<file path="config.mk">
export PLATFORM = sky130hd
export DESIGN_NAME = uart_transmitter
export DESIGN_NICKNAME = d
export VERILOG_FILES = /design/src/rtl/uart_pkg.sv /design/src/rtl/uart_bit_timer.sv /design/src/rtl/uart_transmitter.sv
export SDC_FILE = /design/constraint.sdc
export NUM_CORES = 1
export LEC_CHECK = 0
export ABC_AREA = 0
export CORE_MARGIN = 5
export CORE_UTILIZATION = 34
export CTS_CLUSTER_DIAMETER = 50
export DETAILED_ROUTE_END_ITERATION = 7
export PLACE_DENSITY_LB_ADDON = 0.1
export SYNTH_ARGS = -nofsm -noshare
export SYNTH_HDL_FRONTEND = slang
export SYNTH_SLANG_ARGS = --single-unit
</file>
<file path="constraint.sdc">
create_clock -name clk -period 2.2 [get_ports clk]
set_input_delay 0.44 -clock clk [delete_from_list [all_inputs] [get_ports clk]]
set_output_delay 0.44 -clock clk [all_outputs]
set_load 0.02 [all_outputs]
</file>
<file path="src/rtl/uart_pkg.sv">
// Shared UART definitions: parity modes, transmit FSM states, oversampling and
// frame constants, and the parity helper used by both directions.
package uart_pkg;

    typedef enum logic [1:0] {
        PD_NONE  = 2'b00,
        PD_EVEN  = 2'b01,
        PD_ODD   = 2'b10,
        PD_NONE9 = 2'b11
    } pdsel_t;

    typedef enum logic [2:0] {
        IDLE,
        START,
        DATA,
        PARITY,
        STOP1,
        STOP2
    } tx_state_t;

    localparam int unsigned SAMPLES_HI = 4;
    localparam int unsigned SAMPLES_LO = 16;
    localparam int unsigned DATA_BITS  = 8;
    localparam int unsigned BAUD_W     = $clog2(SAMPLES_LO);
    localparam int unsigned BITCNT_W   = $clog2(DATA_BITS);

    // Even mode makes the total count of ones even; odd mode makes it odd.
    function automatic logic parity_bit(input pdsel_t mode, input logic [DATA_BITS-1:0] data);
        return (mode == PD_ODD) ? ~^data : ^data;
    endfunction

endpackage

</file>
<file path="src/rtl/uart_bit_timer.sv">
// Baud counter: counts oversample ticks within one bit period and flags the
// tick that closes the bit.
module uart_bit_timer
    import uart_pkg::*;
(
    input  logic clk,
    input  logic rst_n,
    input  logic clear,
    input  logic tick,
    input  logic brgh,
    output logic bit_end
);

    logic [BAUD_W-1:0] count;
    logic [BAUD_W-1:0] last;

    always_comb begin
        last = brgh ? BAUD_W'(SAMPLES_HI - 1) : BAUD_W'(SAMPLES_LO - 1);
    end

    assign bit_end = tick && (count == last);

    always_ff @(posedge clk or negedge rst_n) begin
        if (!rst_n) begin
            count <= '0;
        end else if (clear) begin
            count <= '0;
        end else if (tick) begin
            count <= bit_end ? '0 : count + 1'b1;
        end
    end

endmodule

</file>
<file path="src/rtl/uart_transmitter.sv">
// UART transmit path: one-byte holding register feeding a shift register that
// serialises start, 8 data bits LSB first, optional parity and 1-2 stop bits.
module uart_transmitter
    import uart_pkg::*;
#(
    parameter bit CTS_EN = 1'b1
) (
    input  logic       clk,
    input  logic       rst_n,
    input  logic       enable_i,
    input  logic       brg_sample_i,
    input  logic       brgh_i,
    input  logic [1:0] pdsel_i,
    input  logic       stsel_i,
    input  logic       thr_push_i,
    input  logic [7:0] tx_byte_i,
    input  logic       cts_i,
    output logic       thr_empty_o,
    output logic       trmt_o,
    output logic       txd_o
);

    tx_state_t               state;
    logic [DATA_BITS-1:0]    thr;
    logic [DATA_BITS-1:0]    tsr;
    logic [DATA_BITS-1:0]    data_copy;
    logic                    thr_valid;
    logic [BITCNT_W-1:0]     bit_cnt;
    logic                    brgh_q;
    pdsel_t                  pdsel_q;
    logic                    stsel_q;
    logic                    txd;

    logic tick;
    logic bit_end;
    logic start_ok;
    logic frame_end;
    logic load;
    logic abort;

    assign tick      = brg_sample_i & enable_i;
    assign start_ok  = enable_i & thr_valid & ~(CTS_EN & cts_i);
    assign frame_end = bit_end & (((state == STOP1) & ~stsel_q) | (state == STOP2));
    // Start is polled on every sample pulse while idle, and at the closing
    // boundary of a frame so queued bytes follow with no idle gap.
    assign load      = start_ok & (((state == IDLE) & brg_sample_i) | frame_end);
    assign abort     = ~enable_i & (state != IDLE);

    uart_bit_timer u_bit_timer (
        .clk     (clk),
        .rst_n   (rst_n),
        .clear   ((state == IDLE) | ~enable_i),
        .tick    (tick),
        .brgh    (brgh_q),
        .bit_end (bit_end)
    );

    always_ff @(posedge clk or negedge rst_n) begin
        if (!rst_n) begin
            state     <= IDLE;
            thr       <= '0;
            tsr       <= '0;
            data_copy <= '0;
            thr_valid <= 1'b0;
            bit_cnt   <= '0;
            brgh_q    <= 1'b0;
            pdsel_q   <= PD_NONE;
            stsel_q   <= 1'b0;
            txd       <= 1'b1;
        end else if (abort) begin
            state     <= IDLE;
            thr_valid <= 1'b0;
            txd       <= 1'b1;
        end else begin
            if (load) begin
                thr_valid <= 1'b0;
            end else if (thr_push_i && !thr_valid) begin
                thr       <= tx_byte_i;
                thr_valid <= 1'b1;
            end

            if (load) begin
                tsr       <= thr;
                data_copy <= thr;
                brgh_q    <= brgh_i;
                pdsel_q   <= pdsel_t'(pdsel_i);
                stsel_q   <= stsel_i;
                state     <= START;
                txd       <= 1'b0;
            end else if (bit_end) begin
                case (state)
                    START: begin
                        state   <= DATA;
                        bit_cnt <= BITCNT_W'(DATA_BITS - 1);
                        txd     <= tsr[0];
                    end
                    DATA: begin
                        tsr <= tsr >> 1;
                        if (bit_cnt == '0) begin
                            if (pdsel_q == PD_EVEN || pdsel_q == PD_ODD) begin
                                state <= PARITY;
                                txd   <= parity_bit(pdsel_q, data_copy);
                            end else begin
                                state <= STOP1;
                                txd   <= 1'b1;
                            end
                        end else begin
                            bit_cnt <= bit_cnt - 1'b1;
                            txd     <= tsr[1];
                        end
                    end
                    PARITY: begin
                        state <= STOP1;
                        txd   <= 1'b1;
                    end
                    STOP1: begin
                        state <= stsel_q ? STOP2 : IDLE;
                        txd   <= 1'b1;
                    end
                    STOP2: begin
                        state <= IDLE;
                        txd   <= 1'b1;
                    end
                    default: begin
                        state <= IDLE;
                        txd   <= 1'b1;
                    end
                endcase
            end
        end
    end

    assign thr_empty_o = ~thr_valid;
    assign trmt_o      = (state == IDLE);
    assign txd_o       = txd;

endmodule

</file>
======== Word level (Yosys, flattened, before mapping) ========
Index checks and enable logic that the tools add are counted.
operators by class
  add/sub/neg operators ................... 2
  eq/ne operators ......................... 10
  mux-type cells .......................... 26
  bitwise gates (word level) .............. 17
  reduce and logical (&&, ||, !) cells .... 20
operators with widths
  kind                   number
  $mux W8                3
  $mux W3                7
  $mux W4                4
  $pmux W3 S4            1
  $mux W1                9
  $reduce_bool A3 Y1     3
  $and A1 B1 Y1          8
  $reduce_bool A2 Y1     4
  $reduce_xnor A8 Y1     1
  $reduce_xor A8 Y1      1
  $eq A3 B2 Y1 const B   2
  $eq A3 B3 Y1 const B   2
  $logic_not A3 Y1       2
  $not A1 Y1             6
  $pmux W3 S2            1
  $reduce_and A3 Y1      2
  $reduce_and A5 Y1      1
  $add A4 B1 Y4 const B  1
  $eq A4 B4 Y1           1
  $ne A4 B4 Y1 const B   1
  $reduce_and A2 Y1      2
  $eq A3 B1 Y1 const B   1
  $or A1 B1 Y1           3
  $sub A3 B1 Y3 const B  1
  other kinds (7)        8
storage, ports and cells
  flip-flop bits (word level) ............. 40
  input bits .............................. 18
  output and inout port bits .............. 3
  word-level logic and storage cells ...... 86

======== Longest topological paths before layout ========
Gate-level depths: netlist of run 1.
  depth in word-level cells ............... 8
  gate-level depth with buffers ........... 9
  mapped depth without buffers ............ 7

======== By module ========
A second synthesis of run 1 with hierarchy kept.
second synthesis, totals
  cells, all modules ...................... 179
  area total of the unflattened synthesis .. 2073.2 um^2
modules (own cells, without submodules)
  module            times used  cells each  area an instance (um^2)  sequential area each (um^2)
  uart_transmitter  1           152         1824.2                   902.1
  uart_bit_timer    1           27          249.0                    100.1

======== Worst setup path before layout of run 1 ========
Ideal clock, no wire load.
  path kind ............................... register to register
  start ................................... register state[1]
  end ..................................... register data_copy[0]
  setup time .............................. 0.125 ns
  arrival time ............................ 1.856 ns
  data required time ...................... 2.075 ns
  slack ................................... 0.219 ns
  stages on the path, launching flop included .. 9
  path buffers ............................ 3
  period minus slack after synthesis ...... 1.981 ns
  cell sequence ........................... dfrtp_1 buf_6 or3_4 clkinv_4 nand2_2 a211o_1 buf_6 buf_12 mux2_4
between the ends
  elaborated cells on any way between the ends .. 13
  those cells by class .................... eq/ne (2); bitwise (8); reduce/logical (3)
RTL lines
  what                                line                     source
  start: declaration                  uart_transmitter.sv:23   tx_state_t state;
  start signal: assignment            uart_transmitter.sv:117  state <= stsel_q ? STOP2 : IDLE;
  $logic_not A3 Y1                    n/a
  net trmt_o                          uart_transmitter.sv:19   output logic trmt_o,
  $and A1 B1 Y1                       uart_transmitter.sv:46   assign load = start_ok & (((state == IDLE) & brg_sample_i) | frame_end);
  $or A1 B1 Y1                        uart_transmitter.sv:46
  $and A1 B1 Y1                       uart_transmitter.sv:46
  $reduce_and A2 Y1 (no source line)  n/a
  end signal: assignment              uart_transmitter.sv:84   data_copy <= thr;
  end: declaration                    uart_transmitter.sv:26   logic [DATA_BITS-1:0] data_copy;
The timed path passes the listed nets, and every way through them passes these cells.
A chain may end at the register's enable or synchronous reset.

======== Worst setup path after layout of run 1 ========
  start ................................... register state[2]
  end ..................................... output trmt_o
between the ends
  longest elaborated chain between the ends .. 1
ends and longest elaborated chain
  what              line                     source
  $logic_not A3 Y1  uart_transmitter.sv:134  assign trmt_o = (state == IDLE);
  end: declaration  uart_transmitter.sv:19
Every way passes these cells.

==> results.py, run 1 <==
metrics = {
    "outcome": {
        "status": "complete, no violations",
    },
    "timing": {
        "drv_slew": 0,
        "finalSetupViolations": 0,
        "fin_skew_ps": 4.98,
        "timing.final.crit_share_pct": 90.7,
        "fin_crit_ps": 1990,
        "holdWs_ps": 205,
        "tightest_slew_ps": 526,
        "hold_viol": 0,
        "max_freq_mhz": 501,
        "rsz0062_at_grt": "false",
        "worst_slack_ps": 205,
        "relSlewSlack_pct": 64.9,
    },
    "clock_network": {
        "clock_sinks": 40,
        "tritoncts": "yes",
        "numCtsBuffers": 5,
        "max-clock-path-buffers": 2,
        "cts-root-buf": "clkbuf_8",
        "h-tree-depth": 2,
        "clk_latency_ps": 290,
        "holdBufCountCts": 0,
        "path_clk_slew_ps": 80,
    },
    "route": {
        "routed_via_density": 4.82,
        "routed_wl_um": 3840,
        "first_iter_violations": 55,
        "wl_met3_um": 124,
        "ant_nets": 0,
        "vias": 1384,
        "wl_met2_um": 1870,
        "wl_met1_um": 1790,
        "drc": 0,
        "routedWlPerCell_um": 13.4,
        "highest_layer": "met4",
        "drt_pass1_iterations": 5,
    },
    "global_route": {
        "grt_max_degree": 41,
        "antenna_found_initial": 0,
        "grt_pass1_wl_um": 6510,
        "grt.overflow.total": 0,
        "grt_pass1_vias": 1400,
        "grt_use_total_pct": 11.0,
    },
    "synth": {
        "synth_compound_area_share_pct": 9.20,
        "synth-edff-count": 0,
        "synth.yosys.seq_area_share_pct": 49.5,
        "synthCells": 180,
        "synth_top_family_by_area": "multiplexers",
        "async_flop_share_pct": 100,
        "synthSimpleGateAreaFrac_pct": 13.8,
        "syn_nets": 202,
        "synthMuxAreaShare_pct": 16.0,
        "synth_flop_cell": "dfrtp_1",
        "synth_cell_types": 40,
        "yosys_warnings": 0,
        "synth-xor-area-share_pct": 4.57,
        "synth-seq-cells": 40,
        "synthAdderAreaFrac_pct": 2.47,
        "syn_area_mm2": 0.00203,
        "avgSynthCellArea_um2": 11.3,
    },
    "critical_path": {
        "startpoint_type": "flop",
        "end_kind": "output pin",
        "rr_startpoint": "state[2]$_DFFE_PN0P_",
        "worstPathRequired_ps": 1760,
        "cp-endpoint": "trmt_o",
        "crit_fanout": 9,
        "startpoint": "state[2]$_DFFE_PN0P_",
        "r2r_cells": 6,
        "arrival_ps": 1550,
        "r2r-end": "data_copy[4]$_DFFE_PN0P_",
        "crit_type": "reg -> out",
        "ff2ff_setup_slack_ps": 250,
    },
    "hold_path": {
        "hp-class": "in -> async",
    },
    "finish": {
        "diodes": 0,
        "area_growth_pct": 20.8,
        "multiInputGateArea_um2": 932,
        "nets": 234,
        "regArea_mm2": 0.00100,
        "fillers": 547,
        "fin_util_pct": 41.8,
        "final_cell_area_mm2": 0.00245,
        "drive_gt1_share_pct": 21.7,
    },
    "placement": {
        "gp_congestion": 0.848,
        "dp_slack_ps": -1.77,
        "dp_hpwl_um": 2790,
        "placed_cell_area_mm2": 0.00237,
        "portBuffers": 20,
    },
    "job": {
        "maxCapViolCount": 0,
    },
    "floorplanning": {
        "io_pins": 21,
        "rows": 28,
        "dieArea_mm2": 0.00760,
        "die_h_um": 87.2,
        "die_x_um": 87.2,
        "core_mm2": 0.00585,
        "start_util_pct": 34.6,
    },
    "power_and_ir_drop": {
        "p_leak_nw": 1.07,
        "power_mw": 2.75,
        "power.density_mw_per_mm2": 1130,
        "ir_drop_mv": 0.576,
    },
}
synthesized netlist by cell type, types with 2 or more instances:
library cell | n | area (um^2)
dfrtp_1 | 39 | 976
nor2_1 | 21 | 78.8
a21oi_1 | 16 | 80.1
mux2_2 | 11 | 124
o21ai_0 | 9 | 45.0
mux2_4 | 8 | 120
mux2i_1 | 8 | 80.1
nand2_1 | 8 | 30.0
inv_1 | 6 | 22.5
xnor2_1 | 5 | 43.8
ha_1 | 4 | 50.1
nand2b_1 | 4 | 25.0
nor2b_1 | 4 | 25.0
nand3_1 | 3 | 15.0
xor2_1 | 3 | 26.3
buf_2 | 2 | 10.0
buf_6 | 2 | 22.5
clkbuf_1 | 2 | 7.51
nand3b_1 | 2 | 15.0
or3_1 | 2 | 12.5
or4b_2 | 2 | 20.0
power by group:
part / internal [mW] / switching [mW] / leakage, nW / total, mW
sequential: 1.03 / 0.184 / 0.485 / 1.21
combinational: 0.627 / 0.456 / 0.540 / 1.08
clock: 0.216 / 0.243 / 0.0410 / 0.458
total: 1.87 / 0.883 / 1.07 / 2.75
cell type report:
type                       instances  share of cell area (%)
inverter                           7                    1.28
clock inverter                     1                   0.205
sequential                        40                    41.0
timing repair buffer              32                    12.6
multi-input combinational        126                    38.1
clock buffer                       6                    2.97
tap                               75                    3.84
per-stage QoR:
stage / setup TNS [ps] / instances
after floorplan: 0 / 180
after global placement: 0 / 280
after detailed placement: -1.77 / 280
after CTS: 0 / 287
after global routing: 0 / 287
final: 0 / 287
metal layers:
layer | GRT usage (%) | vias to the layer above
li1 | - | 689
met1 | 13.9 | 677
met2 | 18.2 | 13
met3 | 3.12 | 5
met4 | 3.77 | 0
met5 | 0 | -
how the worst min path moves through the flow:
stage / slack (ps) / startpoint / endpoint
3_5_place_dp: 490 / data_copy[7]$_DFFE_PN0P_ / data_copy[7]$_DFFE_PN0P_
5_1_grt: 270 / rst_n / u_bit_timer.count[0]$_DFFE_PN0P_
3_3_place_gp: 480 / bit_cnt[0]$_DFFE_PN0P_ / bit_cnt[0]$_DFFE_PN0P_
2_1_floorplan: 140 / rst_n / bit_cnt[0]$_DFFE_PN0P_
6_report: 210 / rst_n / pdsel_q[1]$_DFFE_PN0P_
4_1_cts: 240 / rst_n / pdsel_q[1]$_DFFE_PN0P_
timing repair:
action | CTS | global route
setup buffers | 0 | 0
endpoints found under the setup margin | 1 | 0
gates resized for setup | 1 | 0
endpoints found under the hold margin | 0 | 0
worst max-delay path: stages, from the launching register on:
cell	delay, ps
dfrtp_1	460
or3_4	400
clkinv_4	80
dlygate4sd2_1	330
layout by cell type (no fill, tap or decap), drive strengths merged, types with 5 or more instances in the layout:
cell	netlist	layout
mux2	19	19
xnor2	5	5
o21ai	9	9
dfrtp	39	39
clkdlybuf4s50	0	18
buf	5	13
a21oi	16	16
nor2	22	22
inv	6	6
mux2i	8	8
clkbuf	2	6
nand2	9	9
cells by family after synthesis:
kind of cell | after synthesis
muxes | 27
adders and majority gates | 4
and+or+nand+nor | 54
buffers and inverters | 14
AOI/OAI and AO/OA | 32
xor gates and xnor gates | 9
DFF | 40
sequential cells by signal (all words and copies together) (netlist names):
name	cells
thr	8
state	3
pdsel_q	2
data_copy	8
bit_cnt	3
tsr	8
u_bit_timer.count	4
stsel_q	1
txd_o	1
thr_valid	1
brgh_q	1
No activity file was read; power rests on OpenSTA's default activity.
==> run 2: changes to the inputs <==
--- a/config.mk
+++ b/config.mk
@@ -11,6 +11,7 @@
 export CTS_CLUSTER_DIAMETER = 50
 export DETAILED_ROUTE_END_ITERATION = 7
 export PLACE_DENSITY_LB_ADDON = 0.1
+export RECOVER_POWER = 50
 export SYNTH_ARGS = -nofsm -noshare
 export SYNTH_HDL_FRONTEND = slang
 export SYNTH_SLANG_ARGS = --single-unit
==> run 2 against run 1 <==
Compared with the run above: sequential cell count is the same; global-route usage is the same; via count about the same; hold slack improved by 190 ps; cell count is the same; register-to-register slack worse by 60 ps; non-clock buffer count stayed put; combinational power about the same; sequential share of layout area rose by 0.13 points; largest power group unchanged; worst setup slack got worse by 65 ps; power is 0.33% lower; cell area decreased by 0.31%.
==> results.py, run 2 (synthesized netlist as in run 1, its figures left out) <==
metrics = {
    "timing": {
        "drv_slew": 0,
        "timing.final.crit_share_pct": 93.6,
        "worst_slack_ps": 140,
        "fin_crit_ps": 2060,
        "fin_skew_ps": 4.98,
        "relSlewSlack_pct": 32.1,
        "hold_viol": 0,
        "holdWs_ps": 398,
        "finalSetupViolations": 0,
        "tightest_slew_ps": 1020,
        "rsz0062_at_grt": "false",
        "max_freq_mhz": 485,
    },
    "clock_network": {
        "tritoncts": "yes",
        "max-clock-path-buffers": 2,
        "clock_sinks": 40,
        "cts-root-buf": "clkbuf_8",
        "cts_setup_buffers": 0,
        "numCtsBuffers": 5,
        "h-tree-depth": 2,
        "path_clk_slew_ps": 80,
        "clk_latency_ps": 290,
    },
    "finish": {
        "final_cell_area_mm2": 0.00244,
        "nets": 234,
        "multiInputGateArea_um2": 927,
        "diodes": 0,
        "final_common_cell": "dfrtp_1",
        "final-instance-count-excl-fill": 287,
        "largest_registers": "data_copy: 8 flops, thr: 8 flops, tsr: 8 flops",
        "fin_util_pct": 41.7,
        "layout_common_cells": "dfrtp_1 (39), nor2_1 (21), clkdlybuf4s50_1 (18)",
        "area_growth_pct": 20.4,
        "fillers": 548,
        "drive_gt1_share_pct": 21.2,
        "regArea_mm2": 0.00100,
    },
    "critical_path": {
        "startpoint_type": "flop",
        "crit_type": "reg -> out",
        "crit_fanout": 9,
        "arrival_ps": 1620,
        "end_kind": "output pin",
        "worstPathRequired_ps": 1760,
    },
    "floorplanning": {
        "dieArea_mm2": 0.00760,
        "rows": 28,
        "io_pins": 21,
        "core_mm2": 0.00585,
        "start_util_pct": 34.6,
        "die_x_um": 87.2,
        "die_h_um": 87.2,
    },
    "job": {
        "maxCapViolCount": 0,
    },
    "global_route": {
        "grt.overflow.total": 0,
        "antenna_found_initial": 0,
        "grt_pass1_vias": 1400,
        "grt_pass1_wl_um": 6510,
        "grt_use_total_pct": 11.0,
        "grt_max_degree": 41,
    },
    "route": {
        "first_iter_violations": 53,
        "routedWlPerCell_um": 13.4,
        "drc": 0,
        "vias": 1383,
        "ant_nets": 0,
        "drt_pass1_iterations": 5,
        "routed_via_density": 4.82,
        "routed_wl_um": 3830,
    },
    "placement": {
        "placed_cells": 280,
        "dp_slack_ps": -1.77,
        "portBuffers": 20,
        "placed_cell_area_mm2": 0.00237,
        "gp_congestion": 0.848,
        "dp_hpwl_um": 2790,
    },
    "hold_path": {
        "hp-class": "in -> async",
    },
    "outcome": {
        "status": "complete, no violations",
    },
    "power_and_ir_drop": {
        "ir_drop_mv": 0.576,
        "power.density_mw_per_mm2": 1130,
        "p_leak_nw": 1.07,
    },
}
-- run 2: critical path: stages, from the launching register on --
cell and delay [ps]:
dfrtp_1 460, or3_1 440, clkinv_4 100, dlygate4sd2_1 330
-- run 2: through the flow --
stage               TNS, ps  total power, mW
finish                    0             2.75
global route              0             2.93
CTS                       0             2.80
detailed placement    -1.77             2.34
global placement          0             2.32
floorplan                 0             2.01
-- run 2: what timing repair did --
item	CTS	global route
resized for setup	1	0
hold buffers	0	0
endpoints found under the setup margin	1	0
-- run 2: report_power, final --
| group | switching, mW | leakage [nW] | internal (mW) |
|---|---|---|---|
| Clock | 0.243 | 0.0410 | 0.216 |
| Combinational | 0.456 | 0.540 | 0.619 |
| Sequential | 0.184 | 0.485 | 1.03 |
| Total | 0.882 | 1.07 | 1.86 |
-- run 2: final timing paths --
kind	start	endpoint	slack, ps	cells past startpoint
min reg2reg	data_copy[7]$_DFFE_PN0P_	data_copy[7]$_DFFE_PN0P_	500	2
max	state[2]$_DFFE_PN0P_	trmt_o	140	3
min in group clk	data_copy[7]$_DFFE_PN0P_	data_copy[7]$_DFFE_PN0P_	500	2
min	rst_n	pdsel_q[1]$_DFFE_PN0P_	400	2
max reg2reg	state[2]$_DFFE_PN0P_	data_copy[4]$_DFFE_PN0P_	190	6
max in group asynchronous	rst_n	bit_cnt[1]$_DFFE_PN0P_	1170	2
-- run 2: final cells by class --
class                      count  share of cell area [%]
sequential                    40                    41.1
clock inverter                 1                   0.205
timing repair buffer          32                    12.6
clock buffer                   6                    2.98
multi-input combinational    126                    38.0
inverter                       7                    1.28
tap                           75                    3.85
-- run 2: metal layers --
metal  global-route usage [%]  up-vias  routed length [um]
met5                        0        -                   0
met3                     3.12        5                 124
met2                     18.2       13                1870
met1                     13.9      676                1790
li1                         -      689                   -
met4                     3.77        0                  46
